$ cat src/rtl/multiplier_pipe.sv
// -----------------------------------------------------------------------------
// multiplier_pipe
//
// Pipelined signed/unsigned integer multiplier with valid/ready handshakes and
// a sideband tag. Each operand carries its own signedness flag. The product is
// the low 2*DATA_WIDTH bits of the exact product of the (DATA_WIDTH+1)-bit
// sign- or zero-extended operands.
//
// The multiplier bits of B are split into PIPE_STAGES contiguous chunks. Stage
// k adds the partial products for chunk k into a running accumulator, so the
// partial-product generation and reduction are spread evenly over the pipe.
// With PIPE_STAGES=1 this collapses to a single registered multiply.
//
// All stages advance together whenever in_ready is high (global stall).
// Bubbles travel through the pipe and are not collapsed.
//
// Ports
//   clk          rising-edge clock
//   rst          synchronous, active-high reset
//   in_valid     input operation present
//   in_ready     block accepts the input this cycle
//   in_a, in_b   operands (DATA_WIDTH bits)
//   in_a_signed  A is two's complement when 1, unsigned when 0
//   in_b_signed  B is two's complement when 1, unsigned when 0
//   in_tag       sideband tag carried with the operation
//   out_valid    result present
//   out_ready    downstream accepts the result
//   out_p        product (2*DATA_WIDTH bits)
//   out_signed   in_a_signed | in_b_signed of that operation
//   out_tag      tag of that operation
// -----------------------------------------------------------------------------
module multiplier_pipe #(
  parameter int DATA_WIDTH  = 8,
  parameter int PIPE_STAGES = 3,
  parameter int TAG_WIDTH   = 4
) (
  input  logic                    clk,
  input  logic                    rst,
  input  logic                    in_valid,
  output logic                    in_ready,
  input  logic [DATA_WIDTH-1:0]   in_a,
  input  logic [DATA_WIDTH-1:0]   in_b,
  input  logic                    in_a_signed,
  input  logic                    in_b_signed,
  input  logic [TAG_WIDTH-1:0]    in_tag,
  output logic                    out_valid,
  input  logic                    out_ready,
  output logic [2*DATA_WIDTH-1:0] out_p,
  output logic                    out_signed,
  output logic [TAG_WIDTH-1:0]    out_tag
);

  localparam int PW    = 2 * DATA_WIDTH;   // product width
  localparam int BW    = DATA_WIDTH + 1;   // extended multiplier width
  localparam int CHUNK = (BW + PIPE_STAGES - 1) / PIPE_STAGES;

  typedef struct packed {
    logic                 valid;
    logic [TAG_WIDTH-1:0] tag;
    logic                 is_signed;
    logic [PW-1:0]        a;     // multiplicand, extended to product width
    logic [BW-1:0]        b;     // multiplier as a BW-bit two's complement value
    logic [PW-1:0]        acc;   // partial sum of the chunks handled so far
  } stage_t;

  stage_t stage_q [PIPE_STAGES];
  stage_t stage_d [PIPE_STAGES];

  // Sum of the partial products for the multiplier bits owned by stage k.
  // b is a BW-bit two's complement number, so its top bit weighs -2^(BW-1);
  // a zero-extended multiplier simply has that bit clear. Working modulo
  // 2^PW keeps the low product bits exact for every sign combination.
  function automatic logic [PW-1:0] partial_sum(input logic [PW-1:0] a,
                                                input logic [BW-1:0] b,
                                                input int            k);
    logic [PW-1:0] sum;
    sum = '0;
    for (int j = 0; j < BW; j++) begin
      if ((j / CHUNK) == k && b[j]) begin
        if (j == BW - 1) sum = sum - (a << j);
        else             sum = sum + (a << j);
      end
    end
    return sum;
  endfunction

  // Only out_ready reaches in_ready combinationally; out_valid is a register.
  assign out_valid  = stage_q[PIPE_STAGES-1].valid;
  assign out_p      = stage_q[PIPE_STAGES-1].acc;
  assign out_signed = stage_q[PIPE_STAGES-1].is_signed;
  assign out_tag    = stage_q[PIPE_STAGES-1].tag;
  assign in_ready   = !rst && (!out_valid || out_ready);

  // NOTE: combinational logic uses blocking assignments and gives every
  // variable a value on every pass (src is cleared first), so no latch forms.
  always_comb begin
    for (int k = 0; k < PIPE_STAGES; k++) begin
      stage_t src;
      src = '0;
      if (k == 0) begin
        // A bubble enters with all-zero data so idle inputs never leak through.
        if (in_valid) begin
          src.valid     = 1'b1;
          src.tag       = in_tag;
          src.is_signed = in_a_signed | in_b_signed;
          src.a         = {{DATA_WIDTH{in_a_signed & in_a[DATA_WIDTH-1]}}, in_a};
          src.b         = {in_b_signed & in_b[DATA_WIDTH-1], in_b};
        end
      end else begin
        src = stage_q[k-1];
      end
      stage_d[k]     = src;
      stage_d[k].acc = src.acc + partial_sum(src.a, src.b, k);
    end
  end

  // NOTE: state registers use non-blocking assignments so every stage samples
  // its predecessor's pre-edge value.
  always_ff @(posedge clk) begin
    if (rst) begin
      // NOTE: the stage array is cleared on reset (not just the valid bits)
      // because the last stage drives out_p/out_tag/out_signed directly.
      for (int k = 0; k < PIPE_STAGES; k++) stage_q[k] <= '0;
    end else if (in_ready) begin
      stage_q <= stage_d;
    end
  end

endmodule

$ cat config.mk
export PLATFORM = sky130hd
export DESIGN_NAME = multiplier_pipe
export DESIGN_NICKNAME = d
export VERILOG_FILES = /design/src/rtl/multiplier_pipe.sv
export SDC_FILE = /design/constraint.sdc
export NUM_CORES = 1
export LEC_CHECK = 0
export CELL_PAD_IN_SITES_DETAIL_PLACEMENT = 1
export CELL_PAD_IN_SITES_GLOBAL_PLACEMENT = 1
export CORE_MARGIN = 4
export CORE_UTILIZATION = 45
export DETAILED_ROUTE_END_ITERATION = 10
export PLACE_DENSITY = 0.78
export SKIP_LAST_GASP = 1
export SLEW_MARGIN = 20
export SYNTH_ARGS = -nofsm -noshare
export SYNTH_HDL_FRONTEND = slang
export SYNTH_SLANG_ARGS = --single-unit
$ cat constraint.sdc
create_clock -name clk -period 7.6 [get_ports clk]
set_input_delay 1.52 -clock clk [delete_from_list [all_inputs] [get_ports clk]]
set_output_delay 1.52 -clock clk [all_outputs]
set_load 0.01 [all_outputs]
==> run metrics <==
crit path DAT=6.42 ns; CTS tree=yes; multiplexer share of the synthesized area=0.0298; clk_skew=0.00624 ns; routed vias/inst=5.52; Final Total Pwr=1.18 mW; clock tree buffer depth=2; Max Freq=162 MHz; Clock Pin Slew Worst Setup and Hold Paths=0.07 ns; CTS resizes=0; Post-Synth Simple-Gate Area=0.212; CP Launch Type=input port; wire length on met2=a little under 9000 um; Post-Place Cells=1,158; full die area=18,300 um^2; Final Cycle Share=0.811; Synth Cell Area=7270 um^2; DR vias=around 6,500; first-pass GRT wire length=32,400 um; DRT iter0 DRCs=~310; Num CTS Buffers=9; Lkg Pwr=3.45 nW; largest net degree at the start of global routing=102; met1 WL=9170 um; Syn Nets=~1,100; area of the core=15,900 um^2; syn_area_per_cell=7.60 um^2; Mapped Cells=956; worst rel slew slack=0.314; routed length per placed instance=about 16 um; Area Growth Syn to Fin=10.4%; max_cap viols=0; met3 WL=between 700 and 800 um; total grt overflow=0; Top Metal Used=met4; Setup WS pre-CTS=about 1.1 ns; Post-Synth Adder-Cell Area=0.149; Multi-input gate area=4960 um^2; DRT Pass-1 Iters=4; largest stage delay on the critical path=0.73 ns; Finish-stage setup viols=0; Pwr per Cell Area=147 nW/um^2; post-synthesis xor/xnor area fraction=0.0699; Required @ worst endpoint=7.86 ns; Yosys reg bits=between 90 and 100; Slew Viols, Final=0; Post-Route WL=19,100 um; GRT Util Overall=0.216; number of enable flip-flop cells after synthesis=0; IO buf count=48; hold buffer count at cts=0; synth unique cells=58; DP HPWL=14,100 um; filler instances=2,014; CP endpoint kind=flop; FP Rows=46; Final Non-Filler Cells=around 1,200; antenna viol nets, final=0; initial antenna violation count=0; Critical Setup Path Class=input port to flop; FF+latch area=1860 um^2; setup TNS=0 ns; outcome=completed; # H-tree levels=3; Clk Latency, worst-skew pair=0.35 ns; FF-to-FF setup slack=2.12 ns; HP Start=out_p[0]; Top FF cell, synth=dfxtp_1; Final min period=6.16 ns; Async SR Flop Fraction=0; Die Span Y=135 um; diodes inserted=0; largest family of logic cells by synthesized area=compound AO/OA/AOI/OAI gates; Crit path buffers/inverters=1; die width=135 um; Root Buffer=clkbuf_16; Slew @ Worst Pin=1.03 ns; Initial Util=0.458; worst r2r src=stage_d[66]; unrepaired setup endpoints after global routing=no; share of cells above drive strength 1=0.0491; # clock sinks=93; register area share after synthesis=0.256; Crit. Startpoint=in_b[0]; Worst Hold Class=flop to flop; GPL Wtd Cong=0.854; final setup margin=1.44 ns; peak supply drop=107 uV; # DRC=0; post-CTS setup buffer count=0; critical path, cell by cell=clkdlybuf4s50_1 > and3_1 > ha_1 > fa_1 > a21o_1 > a21boi_1 > o21bai_1 > a21o_1 > a211o_1 > o311ai_1 > ha_1 > a21oi_2 > nand2_1 > a21o_1 > a21oi_2 > a21oi_2 > a31o_1 > or4_4 > a311oi_2; number of global-route vias before repair=6,669; io pins=49; # nets final=1,060; Synthesis Warnings=0; hold_ws=roughly 0.45 ns; crit path max fanout=18; Crit-path slowest cell=clkdlybuf4s50_1; final hold vios=0; area fraction in compound gates after synthesis=0.220; crit-path leading delay family=compound AO/OA/AOI/OAI gates
Yosys cell counts, types with 6 or more instances:
cell type / number / area [um^2]
nor2b_1: 13 / 81.3
nor2_1: 58 / 218
o21ai_0: 24 / 120
a21o_1: 28 / 210
o21a_1: 11 / 82.6
nand2_1: 177 / 664
xor2_1: 13 / 114
and3_1: 8 / 50.1
dfxtp_1: 93 / 1860
a211oi_1: 13 / 97.6
nor3_1: 14 / 70.1
or3_1: 6 / 37.5
clkbuf_1: 46 / 173
buf_4: 20 / 150
mux2_2: 13 / 146
o21bai_1: 12 / 90.1
fa_1: 8 / 160
a21oi_1: 119 / 596
inv_1: 37 / 139
a31oi_1: 6 / 37.5
mux2i_1: 7 / 70.1
and2_1: 22 / 138
nand2b_1: 8 / 50.1
a311oi_1: 6 / 52.6
ha_1: 73 / 913
xnor2_1: 45 / 394
o21ai_1: 6 / 30.0
nand3_1: 22 / 110
layout make-up:
class / count / share of cell area
Multi-Input combinational cell: 759 / 0.617
Sequential cell: 93 / 0.232
Clock inverter: 7 / 0.00795
Tap cell: 216 / 0.0337
Clock buffer: 9 / 0.0281
Inverter: 38 / 0.0178
Timing Repair Buffer: 52 / 0.0633
layout by cell type (no fill, tap or decap), types with 14 or more instances in the layout:
cell type and instances:
nand2_1 177, dfxtp_1 93, a21o_1 28, nor2_1 58, o21ai_0 24, a21oi_1 119
xnor2_1 45, ha_1 73, nor3_1 14, nand3_1 22, clkdlybuf4s50_1 47, inv_1 37
and2_1 22
power by group:
part	internal, mW	switching, mW
logic	0.0893	0.112
clock network	0.229	0.222
registers	0.508	0.0223
total	0.827	0.356
flip-flops by register name (all words and copies together), names as in the netlist:
| name | cells |
|---|---|
| out_p | 16 |
| out_signed | 1 |
| out_tag | 4 |
| out_valid | 1 |
| stage_d | 39 |
| stage_q | 32 |
cells by family (layout without fill, tap and decap cells):
logic type | count (synthesis) | after routing
mux | 20 | 20
xor+xnor | 58 | 58
simple gates | 343 | 343
fa+ha+maj | 82 | 82
buf+inv | 104 | 106
compound gates | 256 | 256
flops | 93 | 93
per-layer routing:
metal / vias up / track usage
met3: 15 / 0.0309
met5: - / 0
met1: 3093 / 0.299
met2: 82 / 0.360
li1: 3288 / -
met4: 0 / 0.0476
path summary, 6_finish.rpt:
| path | to | cells past startpoint |
|---|---|---|
| setup / recovery | stage_q[109] | 19 |
| hold / removal | out_p[0] | 2 |
| setup reg to reg | stage_q[62] | 22 |
| hold reg to reg | out_p[0] | 2 |
metrics by stage:
stage	cell area, um^2	util
floorplan	7270	-
global placement	7740	0.487
detailed placement	7740	0.487
CTS	8030	0.505
global route	8030	0.505
finish	8030	0.505
worst min-delay path: stages, from the launching register on:
cell and delay [ns]:
dfxtp_1 0.31, nand2_1 0.05, a21oi_1 0.05
Note: power is estimated with default switching activity, not from simulation.
